<file path="src/rtl/hash_msg_feeder_pkg.sv">
// hash_pkg: shared types and constants for the hash message feeder.
//   MSG_W      - byte width of the host stream and core interface
//   LEN_W_DEF  - default width of the message-length counter
//   ENTRY_W    - packed width of one FIFO entry
//   feeder_state_t - feeder FSM states
//   fifo_entry_t   - {data, last, empty} as stored in the FIFO
package hash_pkg;

  localparam int MSG_W     = 8;
  localparam int LEN_W_DEF = 64;

  typedef enum logic [1:0] {
    IDLE        = 2'd0,
    FILL        = 2'd1,
    DRAIN       = 2'd2,
    WAIT_DIGEST = 2'd3
  } feeder_state_t;

  typedef struct packed {
    logic [MSG_W-1:0] data;
    logic             last;
    logic             empty;
  } fifo_entry_t;

  localparam int ENTRY_W = $bits(fifo_entry_t);

endpackage

</file>
<file path="src/rtl/hash_msg_feeder_byte_fifo.sv">
// hash_byte_fifo: synchronous FIFO of fifo_entry_t words.
// Ports:
//   clk, rst        - clock, synchronous active-high reset (flushes pointers)
//   i_push, i_entry - write request and data (ignored when full)
//   i_pop           - read request (ignored when empty)
//   o_head          - entry at the head of the FIFO, read from registered storage
//   o_full, o_empty - occupancy flags
module hash_byte_fifo
  import hash_pkg::*;
#(
  parameter int DEPTH = 4
) (
  input  logic               clk,
  input  logic               rst,
  input  logic               i_push,
  input  logic [ENTRY_W-1:0] i_entry,
  input  logic               i_pop,
  output logic [ENTRY_W-1:0] o_head,
  output logic               o_full,
  output logic               o_empty
);

  localparam int AW = $clog2(DEPTH);

  logic [ENTRY_W-1:0] r_mem [DEPTH];
  // One extra pointer bit distinguishes full from empty when indices match.
  logic [AW:0]        r_wr_ptr;
  logic [AW:0]        r_rd_ptr;
  logic               w_push;
  logic               w_pop;

  assign o_empty = (r_wr_ptr == r_rd_ptr);
  assign o_full  = (r_wr_ptr[AW] != r_rd_ptr[AW]) &&
                   (r_wr_ptr[AW-1:0] == r_rd_ptr[AW-1:0]);
  assign w_push  = i_push && !o_full;
  assign w_pop   = i_pop && !o_empty;
  assign o_head  = r_mem[r_rd_ptr[AW-1:0]];

  always_ff @(posedge clk) begin
    if (w_push && !rst) begin
      r_mem[r_wr_ptr[AW-1:0]] <= i_entry;
    end
  end

  always_ff @(posedge clk) begin
    if (rst) begin
      r_wr_ptr <= '0;
      r_rd_ptr <= '0;
    end else begin
      if (w_push) r_wr_ptr <= r_wr_ptr + (AW+1)'(1);
      if (w_pop)  r_rd_ptr <= r_rd_ptr + (AW+1)'(1);
    end
  end

endmodule

</file>
<file path="src/rtl/hash_msg_feeder.sv">
// hash_msg_feeder: buffers a host byte stream and hands it to the hash core
// one byte per handshake, tracking the message length in bytes.
// Ports:
//   clk, rst                    - clock, synchronous active-high reset
//   in_valid/in_ready           - host handshake
//   in_data, in_last, in_empty  - host byte, final flag, zero-length flag
//   m_valid/m_ready             - core handshake
//   message, m_last, m_empty    - byte to core, final flag, no-byte flag
//   counter                     - message length in bytes (mod 2^LEN_W)
//   hash_done                   - core pulse: digest complete
//   busy                        - a message is accepted and not yet digested
//
// state       | meaning
// IDLE        | no message, FIFO empty
// FILL        | accepting beats of a message
// DRAIN       | last beat taken, FIFO emptying to the core
// WAIT_DIGEST | whole message handed over, waiting for hash_done
module hash_msg_feeder
  import hash_pkg::*;
#(
  parameter int DEPTH = 4,
  parameter int LEN_W = LEN_W_DEF
) (
  input  logic             clk,
  input  logic             rst,
  input  logic             in_valid,
  output logic             in_ready,
  input  logic [MSG_W-1:0] in_data,
  input  logic             in_last,
  input  logic             in_empty,
  output logic             m_valid,
  input  logic             m_ready,
  output logic [MSG_W-1:0] message,
  output logic             m_last,
  output logic             m_empty,
  output logic [LEN_W-1:0] counter,
  input  logic             hash_done,
  output logic             busy
);

  feeder_state_t      r_state;
  feeder_state_t      w_state_nxt;
  logic [LEN_W-1:0]   r_counter;
  logic               w_full;
  logic               w_empty;
  logic               w_push;
  logic               w_pop;
  logic [ENTRY_W-1:0] w_head_bits;
  fifo_entry_t        w_head;

  assign in_ready = !rst && !w_full && ((r_state == IDLE) || (r_state == FILL));
  // An empty beat without last is accepted on the handshake but never stored.
  assign w_push   = in_valid && in_ready && !(in_empty && !in_last);
  // rst gates m_valid so the core never sees a transfer during reset.
  assign m_valid  = !w_empty && !rst;
  assign w_pop    = m_valid && m_ready;
  assign w_head   = w_head_bits;

  assign message  = (m_valid && !w_head.empty) ? w_head.data : '0;
  assign m_last   = m_valid && w_head.last;
  assign m_empty  = m_valid && w_head.empty;
  assign counter  = r_counter;
  assign busy     = (r_state != IDLE);

  hash_byte_fifo #(
    .DEPTH (DEPTH)
  ) u_fifo (
    .clk     (clk),
    .rst     (rst),
    .i_push  (w_push),
    .i_entry ({in_data, in_last, in_empty}),
    .i_pop   (w_pop),
    .o_head  (w_head_bits),
    .o_full  (w_full),
    .o_empty (w_empty)
  );

  always_comb begin
    w_state_nxt = r_state;
    unique case (r_state)
      IDLE:        if (w_push) w_state_nxt = in_last ? DRAIN : FILL;
      FILL:        if (w_push && in_last) w_state_nxt = DRAIN;
      DRAIN:       if (w_pop && w_head.last) w_state_nxt = WAIT_DIGEST;
      WAIT_DIGEST: if (hash_done) w_state_nxt = IDLE;
      default:     w_state_nxt = IDLE;
    endcase
  end

  always_ff @(posedge clk) begin
    if (rst) r_state <= IDLE;
    else     r_state <= w_state_nxt;
  end

  // The first push of a message restarts the count; later pushes add one
  // per real byte. No pushes happen after the last beat, so the value holds.
  always_ff @(posedge clk) begin
    if (rst) begin
      r_counter <= '0;
    end else if (w_push) begin
      if (r_state == IDLE)  r_counter <= LEN_W'(!in_empty);
      else if (!in_empty)   r_counter <= r_counter + LEN_W'(1);
    end
  end

endmodule

</file>
<file path="config.mk">
export PLATFORM = sky130hd
export DESIGN_NAME = hash_msg_feeder
export DESIGN_NICKNAME = d
export VERILOG_FILES = /design/src/rtl/hash_msg_feeder_pkg.sv /design/src/rtl/hash_msg_feeder_byte_fifo.sv /design/src/rtl/hash_msg_feeder.sv
export SDC_FILE = /design/constraint.sdc
export NUM_CORES = 1
export LEC_CHECK = 0
export CAP_MARGIN = 20
export CORE_MARGIN = 10
export CORE_UTILIZATION = 25
export CTS_BUF_LIST = sky130_fd_sc_hd__clkbuf_4
export DETAILED_ROUTE_END_ITERATION = 8
export HOLD_SLACK_MARGIN = 0.03
export PLACE_DENSITY = 0.54
export SYNTH_ARGS = -nofsm -noshare
export SYNTH_HDL_FRONTEND = slang
export SYNTH_SLANG_ARGS = --single-unit
</file>
<file path="constraint.sdc">
create_clock -name clk -period 3.3 [get_ports clk]
set_clock_uncertainty 0.15 [all_clocks]
set_input_delay 0.825 -clock clk [delete_from_list [all_inputs] [get_ports clk]]
set_output_delay 0.825 -clock clk [all_outputs]
set_load 0.02 [all_outputs]
</file>
Yosys cells after proc, flatten, opt, wreduce, memory -nomap -nowiden
Memory sizes are Yosys's and may differ from the RTL's. A register that Yosys moved wholly into a read port is not among the register bits.
Index checks and enable logic that the tools add are counted.
{ "op_classes": {"addsub": 3, "eq_ne": 11, "mux": 13, "n_reduce_logical": 28} }
{ "op_table": {"columns": ["op", "n"], "rows": [
  ["$mux W64", 2],
  ["$add A64 B1 Y64 const B", 1],
  ["$logic_and A1 B1 Y1", 16],
  ["$mux W2", 7],
  ["$mux W8", 1],
  ["$pmux W2 S4", 1],
  ["$logic_not A1 Y1", 7],
  ["$add A3 B1 Y3 const B", 2],
  ["$ne A2 B1 Y1 const B", 3],
  ["$eq A2 B2 Y1 const B", 2],
  ["$ne A2 B2 Y1 const B", 2],
  ["$reduce_and A4 Y1", 1],
  ["$eq A3 B3 Y1", 1],
  ["$eq A2 B1 Y1 const B", 1],
  ["$eq A2 B2 Y1", 1],
  ["$logic_not A2 Y1", 1],
  ["$mux W1", 2],
  ["$reduce_and A2 Y1", 1],
  ["$reduce_bool A2 Y1", 1],
  ["$logic_or A1 B1 Y1", 1],
  ["$ne A1 B1 Y1", 1]
]} }
{ "totals": {"ff_bits": 72, "ramBits": 40, "in_bits": 15, "output_inout_bits": 77, "elab_cells": 60, "mem_count": 1} }
{ "mem_list": {"columns": ["memory", "depth", "word_bits", "read_ports", "rd_clocked_by_memory_dff", "write_ports", "line_no", "source"], "rows": [
  ["u_fifo.r_mem", 4, 10, 1, 1, 1, "hash_msg_feeder_byte_fifo.sv:25", "logic [ENTRY_W-1:0] r_mem [DEPTH];"]
]} }

Logic depth before layout (Yosys ltp)
{ "logic_depth": {"ltp_word": 11, "depth_mapped": 9, "mapped_depth_nobuf": 7} }

Hierarchy
Synthesis repeated with hierarchy kept, for this count alone.
{ "unflattened": {"hier_cells": 561, "area_unflattened_um2": 5575.3} }
{ "by_module_without_submodules": {"columns": ["mod", "n_inst", "cells_per_inst", "area_each_um2", "seq_area_each_um2"], "rows": [
  ["hash_msg_feeder", 1, 439, 3533.4, 1321.3],
  ["hash_byte_fifo", 1, 122, 2042.0, 1361.3]
]} }

Least setup slack after synthesis
No wires, ideal clock.
{ "synth_path": {"path_kind": "input port to output port", "from": "input rst", "to": "output message[0]", "t_arrival_ns": 2.089, "required_time_ns": 2.325, "path_slack_ns": 0.236, "cell_stages": 3, "n_path_buf": 0, "cell_sequence": "a31oi_1 -> nand2b_1 -> nor2b_1"} }
{ "synth_via": {"elab_chain_len": 4} }
{ "synth_lines": {"columns": ["element", "line_no", "source"], "rows": [
  ["start, declared", "hash_msg_feeder.sv:25", "input logic rst,"],
  ["$logic_not A1 Y1", "hash_msg_feeder.sv:55", "assign m_valid = !w_empty && !rst;"],
  ["$logic_and A1 B1 Y1", "hash_msg_feeder.sv:55", null],
  ["$logic_and A1 B1 Y1", "hash_msg_feeder.sv:59", "assign message = (m_valid && !w_head.empty) ? w_head.data : '0;"],
  ["$mux W8", "hash_msg_feeder.sv:59", null],
  ["end, declared", "hash_msg_feeder.sv:33", "output logic [MSG_W-1:0] message,"]
]} }
Every way passes these cells.

Final worst setup path
{ "layout_path": {"from": "input rst", "to": "output m_last"} }
{ "layout_via": {"elab_chain_len": 3} }
{ "layout_lines": {"columns": ["element", "line_no", "source"], "rows": [
  ["$logic_not A1 Y1", "hash_msg_feeder.sv:55", null],
  ["$logic_and A1 B1 Y1", "hash_msg_feeder.sv:55", null],
  ["$logic_and A1 B1 Y1", "hash_msg_feeder.sv:60", "assign m_last = m_valid && w_head.last;"],
  ["end, declared", "hash_msg_feeder.sv:34", "output logic m_last,"]
]} }
Every way passes these cells.

==> qor.txt <==
========================================================================================================
Outcome ................................................................................... finished clean
Flip-flop and latch count after synthesis .................................................          114
Cell taking the most area after synthesis ................................................. sky130_fd_sc_hd__dfxtp_1
Fin util ..................................................................................        33.6%
Total global routing track utilization ....................................................        11.5%
Portion of synthesized cell area occupied by the leading cell type ........................        26.6%
Setup repair after global routing missed its margin .......................................        false
Number of enable flip-flop cells after synthesis ..........................................           40
Hold bufs inserted after CTS ..............................................................            0
Final antenna-violating net count .........................................................            0
Top-level port count ......................................................................           92
Actual transition at the worst max-transition pin .........................................     0.649 ns
Nets in the synthesized netlist ...........................................................          579
N_diodes ..................................................................................            0
Highest clock rate ........................................................................      309 MHz
Critical Path Slowest Stage Cell .......................................................... sky130_fd_sc_hd__clkdlybuf4s50_1
Routed wirelength normalized by instance count ............................................      17.0 um
HPWL reported at the end of detailed placement ............................................      11.7 mm
Leakage power figure ......................................................................      2.34 nW
Final weighted congestion in routability-driven placement .................................        0.808
Max-cap viol count ........................................................................            0
Pin count of the biggest net entering global routing ......................................           38
Area of combinational cells with multiple inputs ..........................................    2730 um^2
Violation count after the first detailed-route iteration ..................................          256
Std-Cell Rows .............................................................................           54
Share of the cycle needed by the critical path after routing ..............................        98.1%
Instance count after placement with tap cells included ....................................          931
Number of instances in the synthesized netlist ............................................          554
Number of buffers created by CTS ..........................................................           17
Post-CTS clock slew at the launch and capture registers of the worst setup and hold paths .      0.10 ns
Final max-slew violation count ............................................................            0
Final-layout fill cell count ..............................................................         2318
Synth async-reset ratio ...................................................................           0%
Worst slack after detailed placement ......................................................    -0.223 ns
Final critical-path required period .......................................................      3.24 ns
Number of distinct library cell variants in the gate-level netlist after synthesis ........           49
Total power density per cell area .........................................................  469 nW/um^2
Hold Path Class ...........................................................................      reg2reg
First-pass GRT wire length ................................................................      26.3 mm
CTS Root Buffer Type ...................................................................... sky130_fd_sc_hd__clkbuf_4
Element type at the critical path end ..................................................... primary output
Final hold violations .....................................................................            0
Total chip power ..........................................................................    0.00344 W
Drt total wl ..............................................................................      16.4 mm
Normalized max-slew margin ................................................................        56.6%
Overall overflow remaining after global route .............................................            0
Post-CTS setup buffers ....................................................................            0
Start-to-end type of the worst setup path .................................................       in2out
Via count of the first global-routing pass ................................................         4596
PnR worst setup slack .....................................................................    0.0619 ns
Netlist area before placement .............................................................    5560 um^2
Number of buffers inserted by port buffering ..............................................           91
Number of clock sinks .....................................................................          114
H-tree Lvls ...............................................................................            4
Number of vias per cell after detailed routing ............................................         4.99
Total number of yosys warnings ............................................................            0
Crit path arrival time ....................................................................      2.26 ns
Post-detailed-route DRC marker count ......................................................            0
Floorplan core area .......................................................................   21900 um^2
Starting density of the core ..............................................................        25.4%
Relative area change from synthesis to final layout .......................................        32.0%
Largest stage delay on the critical path ..................................................      0.50 ns
Maximum VDD drop ..........................................................................     0.227 mV
Max Buffers Root-to-Sink ..................................................................            2
Die area ..................................................................................   28600 um^2
Share of synthesized area occupied by flip-flops and latches ..............................        48.2%
Main area contributors after synthesis .................................................... sky130_fd_sc_hd__dfxtp_1 (27%), sky130_fd_sc_hd__edfxtp_1 (22%), sky130_fd_sc_hd__or4_1 (4.6%), sky130_fd_sc_hd__mux4_2 (4.0%), sky130_fd_sc_hd__a21oi_1 (4.0%)
First-pass DRT Iterations .................................................................            5
Top_reg_cell synth ........................................................................ sky130_fd_sc_hd__dfxtp_1
CTS tree ..................................................................................         done
Setup violations, final ...................................................................            0
Source-to-sink clock delay at the later pin of the worst-skew pair ........................      0.53 ns
Worst path cell trace ..................................................................... clkdlybuf4s50_1 > a31oi_1 > buf_4 > and2_1 > dlygate4sd2_1
Net count reported at finish ..............................................................          695
Mean Syn Cell Area ........................................................................    10.0 um^2
Biggest fanout along the worst timing path ................................................            7
Antenna violations before repair ..........................................................            0
Die height ................................................................................       169 um
Die width .................................................................................       169 um
Startpoint kind of the worst setup timing path ............................................ primary input
Layout cells sized above 1 ................................................................        13.6%
CP Data Required Time .....................................................................      2.32 ns
Routed vias ...............................................................................         4805
Finished Layout Cells .....................................................................          963
Total area of sequential cells ............................................................    2680 um^2
========================================================================================================
[final timing paths]
check         startpoint     endpoint  slack, ns  depth (start not counted)
max reg2reg   counter[5]  counter[58]       0.66                          5
min reg2reg  counter[63]  counter[63]       0.35                          2
min          counter[63]  counter[63]       0.35                          2
max                  rst       m_last       0.06                          5
[cells by family (layout without fill, tap and decap cells)]
kind of cell / count (synthesis) / after routing / share of synthesized area (%)
AO/OA/AOI/OAI: 101 / 101 / 11.2
XOR/XNOR: 12 / 12 / 1.89
adder cells (fa/ha/maj): 10 / 10 / 2.25
buffers and inverters: 42 / 171 / 3.17
flip-flops: 114 / 114 / 48.2
multiplexers: 25 / 25 / 6.79
AND/OR/NAND/NOR: 250 / 250 / 26.5
[per-layer routing]
layer	global-route usage, %	vias to the layer above	routed length [um]
met5	0	-	0
met4	3.45	0	70
met2	17.9	118	7710
met1	14.8	2311	7540
met3	3.91	8	1040
li1	-	2368	-
[metrics by stage]
step	TNS [ns]	instance area, um^2	hold slack [ns]
after floorplan	0	5560	0.327
after global placement	-1.55	6990	0.311
after detailed placement	-2.06	6990	0.315
after CTS	0	7330	0.341
after global routing	0	7340	0.367
final	0	7340	0.351
[layout by cell type, fill, tap and decap left out, drive strengths merged, types with 4 or more instances in the layout]
cell,n
a21oi,44
a31oi,4
and2,10
and3,11
buf,34
bufinv,6
clkbuf,23
clkdlybuf4s15,5
clkdlybuf4s50,79
clkinv,6
dfxtp,74
dlygate4sd2,4
edfxtp,40
ha,10
inv,14
mux2i,13
mux4,10
nand2,40
nand2b,12
nand3,31
nand4,31
nor2,22
nor2b,10
nor3,14
nor4,11
o211ai,6
o21ai,13
o31ai,28
or3,14
or4,35
xnor2,7
xor2,5
[synth_stat cells (2+ instances only)]
| master | n |
|---|---|
| sky130_fd_sc_hd__and3_1 | 11 |
| sky130_fd_sc_hd__nand3_1 | 31 |
| sky130_fd_sc_hd__ha_1 | 10 |
| sky130_fd_sc_hd__or4_1 | 34 |
| sky130_fd_sc_hd__dfxtp_1 | 74 |
| sky130_fd_sc_hd__nand4_2 | 2 |
| sky130_fd_sc_hd__mux2i_1 | 13 |
| sky130_fd_sc_hd__and2_1 | 10 |
| sky130_fd_sc_hd__buf_6 | 2 |
| sky130_fd_sc_hd__o41a_1 | 2 |
| sky130_fd_sc_hd__o211ai_1 | 6 |
| sky130_fd_sc_hd__o21ai_0 | 13 |
| sky130_fd_sc_hd__nand2b_1 | 12 |
| sky130_fd_sc_hd__mux4_2 | 10 |
| sky130_fd_sc_hd__nand2_1 | 40 |
| sky130_fd_sc_hd__edfxtp_1 | 40 |
| sky130_fd_sc_hd__o31ai_1 | 28 |
| sky130_fd_sc_hd__inv_1 | 14 |
| sky130_fd_sc_hd__nand4_1 | 29 |
| sky130_fd_sc_hd__xnor2_1 | 7 |
| sky130_fd_sc_hd__a21oi_1 | 44 |
| sky130_fd_sc_hd__nor2b_1 | 10 |
| sky130_fd_sc_hd__clkbuf_1 | 22 |
| sky130_fd_sc_hd__or3_1 | 14 |
| sky130_fd_sc_hd__xor2_1 | 5 |
| sky130_fd_sc_hd__nor3_1 | 13 |
| sky130_fd_sc_hd__a31oi_1 | 4 |
| sky130_fd_sc_hd__nor2_1 | 22 |
| sky130_fd_sc_hd__buf_2 | 3 |
| sky130_fd_sc_hd__nor4_1 | 10 |
[what timing repair did]
item                       in CTS  in global routing
pin swaps                       0                  0
setup endpoints to repair      11                 10
hold endpoints to repair        0                  0
resized for setup              13                 13
[area by class of cell]
cell class | count | area share, %
clock buffers | 20 | 2.04
clock inverters | 12 | 2.88
inverters | 14 | 0.716
multi-input cells | 398 | 37.1
flip-flops and latches | 114 | 36.5
well taps | 280 | 4.77
repair buffers | 125 | 15.9
[critical path, delay by kind of cell]
family,cells,cell delay (ns)
and+or+nand+nor,1,0.13
AOI/OAI and AO/OA,1,0.27
buffers and inverters,3,1.03
[flip-flops by register name, summed over array words and instances, names as in the netlist, named ones only]
signal	flops
r_state	2
u_fifo.r_wr_ptr	3
u_fifo.r_rd_ptr	3
counter	64
u_fifo.r_mem	40
[power by group]
| group | switching [W] | leakage, nW | internal, W |
|---|---|---|---|
| registers | 0.0000256 | 0.958 | 0.00150 |
| logic | 0.000360 | 1.19 | 0.000246 |
| clock network | 0.000545 | 0.196 | 0.000772 |
| total | 0.000930 | 2.34 | 0.00251 |
No activity file was read; power rests on OpenSTA's default activity.
==> edit 1 (same settings) <==
Encoding of `feeder_state_t`: now Gray code (2 bits for 4 states).
--- a/src/rtl/hash_msg_feeder_pkg.sv
+++ b/src/rtl/hash_msg_feeder_pkg.sv
@@ -10,10 +10,10 @@
   localparam int LEN_W_DEF = 64;
 
   typedef enum logic [1:0] {
-    IDLE        = 2'd0,
-    FILL        = 2'd1,
-    DRAIN       = 2'd2,
-    WAIT_DIGEST = 2'd3
+    IDLE        = 2'b00,
+    FILL        = 2'b01,
+    DRAIN       = 2'b11,
+    WAIT_DIGEST = 2'b10
   } feeder_state_t;
 
   typedef struct packed {
Function: no difference found for any inputs over 4 cycles, from zero or initial values and one cycle with rst high; so few cycles prove little.
==> edit 1 against the original RTL <==
Critical path depth unchanged; final area fell by 3.8%; sequential cell count stayed put; largest cell class is now sequential cells; critical path type unchanged; routed wire length decreased by 3.4%; setup slack better by 39 ps; area after synthesis down 4.0%; first-iteration DRC count is 34% higher.
Power is not compared: it rests on default switching activity, and its combinational part moved more than twofold at a synthesized area within 25%.
==> edit 1: results (changes against the original RTL) <==
CTS:
- The root buffer selected by CTS is sky130_fd_sc_hd__clkbuf_4.
- The number of setup buffers added after CTS is 0 (unchanged).
- The clock-pin slew on the worst setup and hold paths is 110 ps.
- The latest clock arrival within the worst-skew pair is approximately 540 ps.
- The number of CTS-inserted buffers is 17 (unchanged).
- The H-tree depth is 4 (unchanged).
- The maximum clock insertion buffer count is 2 (unchanged).

Worst setup path:
- The worst setup slack for register-to-register paths was 800 ps (+140 ps).
- The maximum fanout along the worst path was 6 (-1).
- In this run the critical register-to-register path is captured at counter[56]$_SDFFE_PP0P_.
- The data arrival time of the worst path was 2220 ps (-40 ps).
- The worst reg-to-reg path cell count is 6 (+1).
- The source of the worst register-to-register timing path is counter[25]$_SDFFE_PP0P_.

Detailed routing:
- The number of iterations in the first detailed-routing pass is 5 (unchanged).
- The mean routed wirelength per cell is 16.9 um (-0.42%).
- The routed via count came to 4,750 (-1.1%).
- The violation count after the first detailed-route iteration is 344 (+34%).

Synth:
- After synthesis, the most frequently instantiated cells are sky130_fd_sc_hd__dfxtp_1 (74), sky130_fd_sc_hd__a21oi_1 (51), sky130_fd_sc_hd__edfxtp_1 (40).
- The distinct cell type count after synthesis was 49 (unchanged).
- The average cell area after synthesis is 10.2 um^2 (+1.1%).
- The most used flip-flop cell after synthesis is sky130_fd_sc_hd__dfxtp_1.
- The warning count from the yosys run was 0 (unchanged).
- In the post-synthesis netlist, the biggest area contributors are sky130_fd_sc_hd__dfxtp_1 (28%), sky130_fd_sc_hd__edfxtp_1 (22%), sky130_fd_sc_hd__a21oi_1 (4.8%).
- The net count after synthesis is 547 (-5.5%).
- The number of enable-type register cells in the synthesized netlist is 40 (unchanged).
- The sequential area share after synthesis is 50.2% (+2.0 points).
- The share of synthesized flip-flops with an asynchronous set or reset is 0% (unchanged).

STA:
- The hold slack is 339 ps (-11.5 ps).
- The slew at the pin closest to its max-slew limit is 555 ps (-93.8 ps).

Hold path:
- The source of the worst hold timing path is counter[63]$_SDFFE_PP0P_.
- The type of the worst min-delay path is flop to flop.
- The worst hold path terminates at counter[63]$_SDFFE_PP0P_.
- The cell depth of the worst hold path was 2 (unchanged).

Pwr:
- The leakage power of the design is 0.00223 uW.
- For this design the total switching power over the nets is between 600 and 700 uW.

Placement:
- The cell total after placement is 902 (-3.1%).
- The half-perimeter wire length after detailed placement is 11,500 um (-2.1%).
- The final weighted congestion of routability-driven global placement is 0.790 (-2.3%).
- The number of buffer cells added on primary ports was 91 (unchanged).

Cells and area:
- The number of fill cells is 2,135 (-7.9%).
- The share of layout cells above drive strength 1 is 13.8% (+0.19 points).
- The number of antenna diodes is 0 (unchanged).
- The post-route non-filler standard cell count was 934 (-3.0%).
- The final net count is 667 (-4.0%).

Status:
- The flow ran to the end, and the final reports show no timing, DRC or antenna violations.

Global route:
- The overflow left after global routing was 0 (unchanged).
- The maximum number of pins on one net before global-route repair is 27 (-29%).
- The number of antenna violations at the first check in global routing is 0 (unchanged).
- The global router's overall resource usage is 11.2% (-0.36 points).
- The via count of the first global-routing pass is 4,547 (-1.1%).
- The global-route wire length before repair is 24,900 um (-5.2%).
## edit 1: changes by cell type after synthesis, moves of 6 or more
cell,before,now
sky130_fd_sc_hd__clkbuf_1,22,16
sky130_fd_sc_hd__mux2i_1,13,0
sky130_fd_sc_hd__o21ai_0,13,20
sky130_fd_sc_hd__nor4_1,10,4
sky130_fd_sc_hd__a21oi_1,44,51
sky130_fd_sc_hd__nand2_1,40,28
sky130_fd_sc_hd__xor2_1,5,12
sky130_fd_sc_hd__nand2b_1,12,2
sky130_fd_sc_hd__or3_1,14,21
sky130_fd_sc_hd__nor2_1,22,30
## edit 1: repair_timing
action	CTS	global route
endpoints found under the setup margin	12	1
hold buffers	0	0
resized for setup	17	3
pin swaps	0	0
## edit 1: logic make-up (layout without fill, tap and decap cells)
logic type | Yosys count | count (layout) | synth area share [%]
multiplexers | 10 | 10 | 4.22
XOR/XNOR | 18 | 18 | 2.95
flip-flops | 114 | 114 | 50.2
buffers and inverters | 40 | 173 | 3.00
AO/OA/AOI/OAI | 118 | 118 | 13.7
AND/OR/NAND/NOR | 220 | 220 | 24.5
adder cells (fa/ha/maj) | 6 | 6 | 1.41
## edit 1: worst max-delay path, stage by stage
cell	delay [ps]
sky130_fd_sc_hd__clkdlybuf4s50_1	500
sky130_fd_sc_hd__a31oi_4	230
sky130_fd_sc_hd__buf_4	190
sky130_fd_sc_hd__and2_1	140
sky130_fd_sc_hd__dlygate4sd2_1	350
## edit 1: per-stage QoR
stage          instance area, um^2  utilization [%]  setup slack (ps)  setup TNS, ps
2_1_floorplan                 5340                -               266              0
3_5_place_dp                  6780             32.2              -361          -3530
4_1_cts                       7060             33.6              31.0              0
3_3_place_gp                  6780             32.2              -295          -2850
5_1_grt                       7060             33.6             0.596              0
6_report                      7060             33.6               101              0
## edit 1: layout make-up
type,instances,area [um^2],share of cell area (%)
Clock buffer,19,143,2.02
Clock inverter,13,119,1.68
Inverter,15,56.3,0.797
Multi-Input combinational cell,372,2530,35.8
Sequential cell,114,2680,38.0
Tap cell,275,344,4.87
Timing Repair Buffer,126,1190,16.8
## edit 1: power by group through the flow
stage,clock [uW],combinational (uW),sequential (uW)
after floorplan,0,88.7,1500
after global placement,0,167,1510
after detailed placement,0,170,1510
after CTS,1020,171,1470
after global routing,1080,184,1480
final,989,170,1470
## edit 1: layer usage
metal | vias up | global-route usage, % | wire, um
met5 | - | 0 | 0
met4 | 0 | 4.12 | 235
met3 | 17 | 3.90 | 1040
met2 | 140 | 17.8 | 7430
met1 | 2319 | 13.5 | 7100
li1 | 2274 | - | -
## edit 1: worst max path at each step
stage	startpoint	end	depth (start not counted)
after floorplan	rst	message[0]	3
after global placement	rst	message[6]	5
after detailed placement	rst	message[4]	5
after CTS	flop	m_last	4
after global routing	flop	message[2]	4
final	rst	m_last	5
==> edit 2 (config.mk and constraints unchanged) <==
Made on the original files. Change the package constant `MSG_W` from 8 to 10.
--- a/src/rtl/hash_msg_feeder_pkg.sv
+++ b/src/rtl/hash_msg_feeder_pkg.sv
@@ -6,7 +6,7 @@
 //   fifo_entry_t   - {data, last, empty} as stored in the FIFO
 package hash_pkg;
 
-  localparam int MSG_W     = 8;
+  localparam int MSG_W     = 10;
   localparam int LEN_W_DEF = 64;
 
   typedef enum logic [1:0] {
Interface: changed (resized in_data and message); port bits go from 92 to 96. No check against the original RTL was run, so the function may have changed too.
==> edit 2 against the original RTL <==
Critical path depth increased by 1; die area increased by 5.1%; combinational power grew 19%; routed wire length rose by 3.2%; register-to-register slack worse by 240 ps; total power is 2.2% lower; highest routed layer unchanged; sequential cell count grew 8; clock power down 24%; setup slack better by 100 ps; area after synthesis rose by 5.8%; final area rose by 5.3%; count of clock-buffer cells in the layout shrank 2.
==> edit 2: results (changes against the original RTL) <==
Pwr:
- The combinational group power is 720 uW (+19%).
- The leakage power of the design is 0.00240 uW (+2.4%).
- The power per cell area is 435 nW/um^2 (-7.1%).

Global route:
- The global-route wire length before repair is 27,800 um (+5.8%).
- The global router's overall resource usage is 11.3% (-0.20 points).
- The met3 track utilization from global routing came to 3.86% (-0.058 points).
- The via count of the first global-routing pass is 5,107 (+11%).
- The met1 demand-to-capacity share in global routing was 14.0% (-0.80 points).
- The maximum number of pins on one net before global-route repair is 26 (-32%).
- The number of antenna violations at the first check in global routing is 1 (+1).

Detailed routing:
- The detailed-routed wire length on met2 is 7870 um (+2.0%).
- The number of iterations in the first detailed-routing pass is 6 (+1).
- The length of routed wiring on met1 is 7780 um (+3.1%).
- The mean routed wirelength per cell came to 16.3 um (-4.3%).
- The met3 wire length is 1070 um (+2.3%).
- The routed via count divided by cell count was 4.91 (-1.6%).

Worst setup path:
- The delay of the slowest cell on the worst path is 420 ps (-80 ps).
- The maximum fanout along the worst path is 4 (-3).
- The worst setup slack for register-to-register paths is 420 ps (-240 ps).

Status:
- The flow ran to the end, and the final reports show no timing, DRC or antenna violations.

STA:
- The final period demand of the worst path was 3130 ps (-104 ps).
- The slew at the pin closest to its max-slew limit came to 717 ps (+68.6 ps).

Synth:
- The distinct cell type count after synthesis came to 47 (-4.1%).
- The net count after synthesis came to 601 (+3.8%).
- The average cell area after synthesis is 10.3 um^2 (+2.1%).
- The number of enable-type register cells in the synthesized netlist came to 48 (+20%).
- Sorting the synthesized cells by area gives the leading types as sky130_fd_sc_hd__dfxtp_1 (25%), sky130_fd_sc_hd__edfxtp_1 (24%), sky130_fd_sc_hd__mux4_2 (4.6%).

Placement:
- The final weighted congestion of routability-driven global placement was 0.797 (-1.5%).
- The cell total after placement is 1,007 (+8.2%).
- The setup slack after placement was -214 ps (+9.78 ps).
- The number of buffer cells added on primary ports is 95 (+4.4%).
- The placement-stage cell area is 7520 um^2 (+7.7%).

Cells and area:
- The share of layout cells above drive strength 1 is 16.6% (+2.9 points).
- The final net count is 734 (+5.6%).
-- edit 2: cell types whose count changed after synthesis, sizes merged, moves of 8 or more --
cell / delta
and4: +9
nor4: +9
or4: -8
nor2: +14
xnor2: +15
edfxtp: +8
mux2i: -8
o31ai: -11
nand2: -8
o41ai: +8
-- edit 2: area by class of cell --
class | count | area, um^2 | share of cell area (%)
sequential | 122 | 2920 | 37.8
multi-input combinational | 400 | 2760 | 35.7
timing repair buffer | 145 | 1310 | 17.0
tap | 319 | 399 | 5.16
clock buffer | 18 | 135 | 1.75
clock inverter | 13 | 120 | 1.55
inverter | 21 | 78.8 | 1.02
antenna | 1 | 2.50 | 0.0324
-- edit 2: what timing repair did --
action,in CTS,in global routing
gates resized for setup,12,22
endpoints found under the setup margin,12,12
hold buffers,0,0
-- edit 2: how the worst min path moves through the flow --
stage | cells past startpoint | to | slack (ps) | from
after global placement | 2 | counter[46]$_SDFFE_PP0P_ | 330 | counter[46]$_SDFFE_PP0P_
after detailed placement | 2 | counter[44]$_SDFFE_PP0P_ | 340 | counter[44]$_SDFFE_PP0P_
final | 2 | counter[44]$_SDFFE_PP0P_ | 350 | counter[44]$_SDFFE_PP0P_
after global routing | 2 | counter[44]$_SDFFE_PP0P_ | 390 | counter[44]$_SDFFE_PP0P_
after floorplan | 2 | r_state[0]$_SDFFE_PP0P_ | 350 | r_state[0]$_SDFFE_PP0P_
after CTS | 2 | counter[44]$_SDFFE_PP0P_ | 360 | counter[44]$_SDFFE_PP0P_
-- edit 2: logic make-up after synthesis --
logic type,count (synthesis),synth area share (%)
compound gates,98,10.7
flops,122,49.7
mux,17,5.44
simple gates,247,24.1
buf+inv,52,3.74
xor+xnor,28,4.17
fa+ha+maj,10,2.13
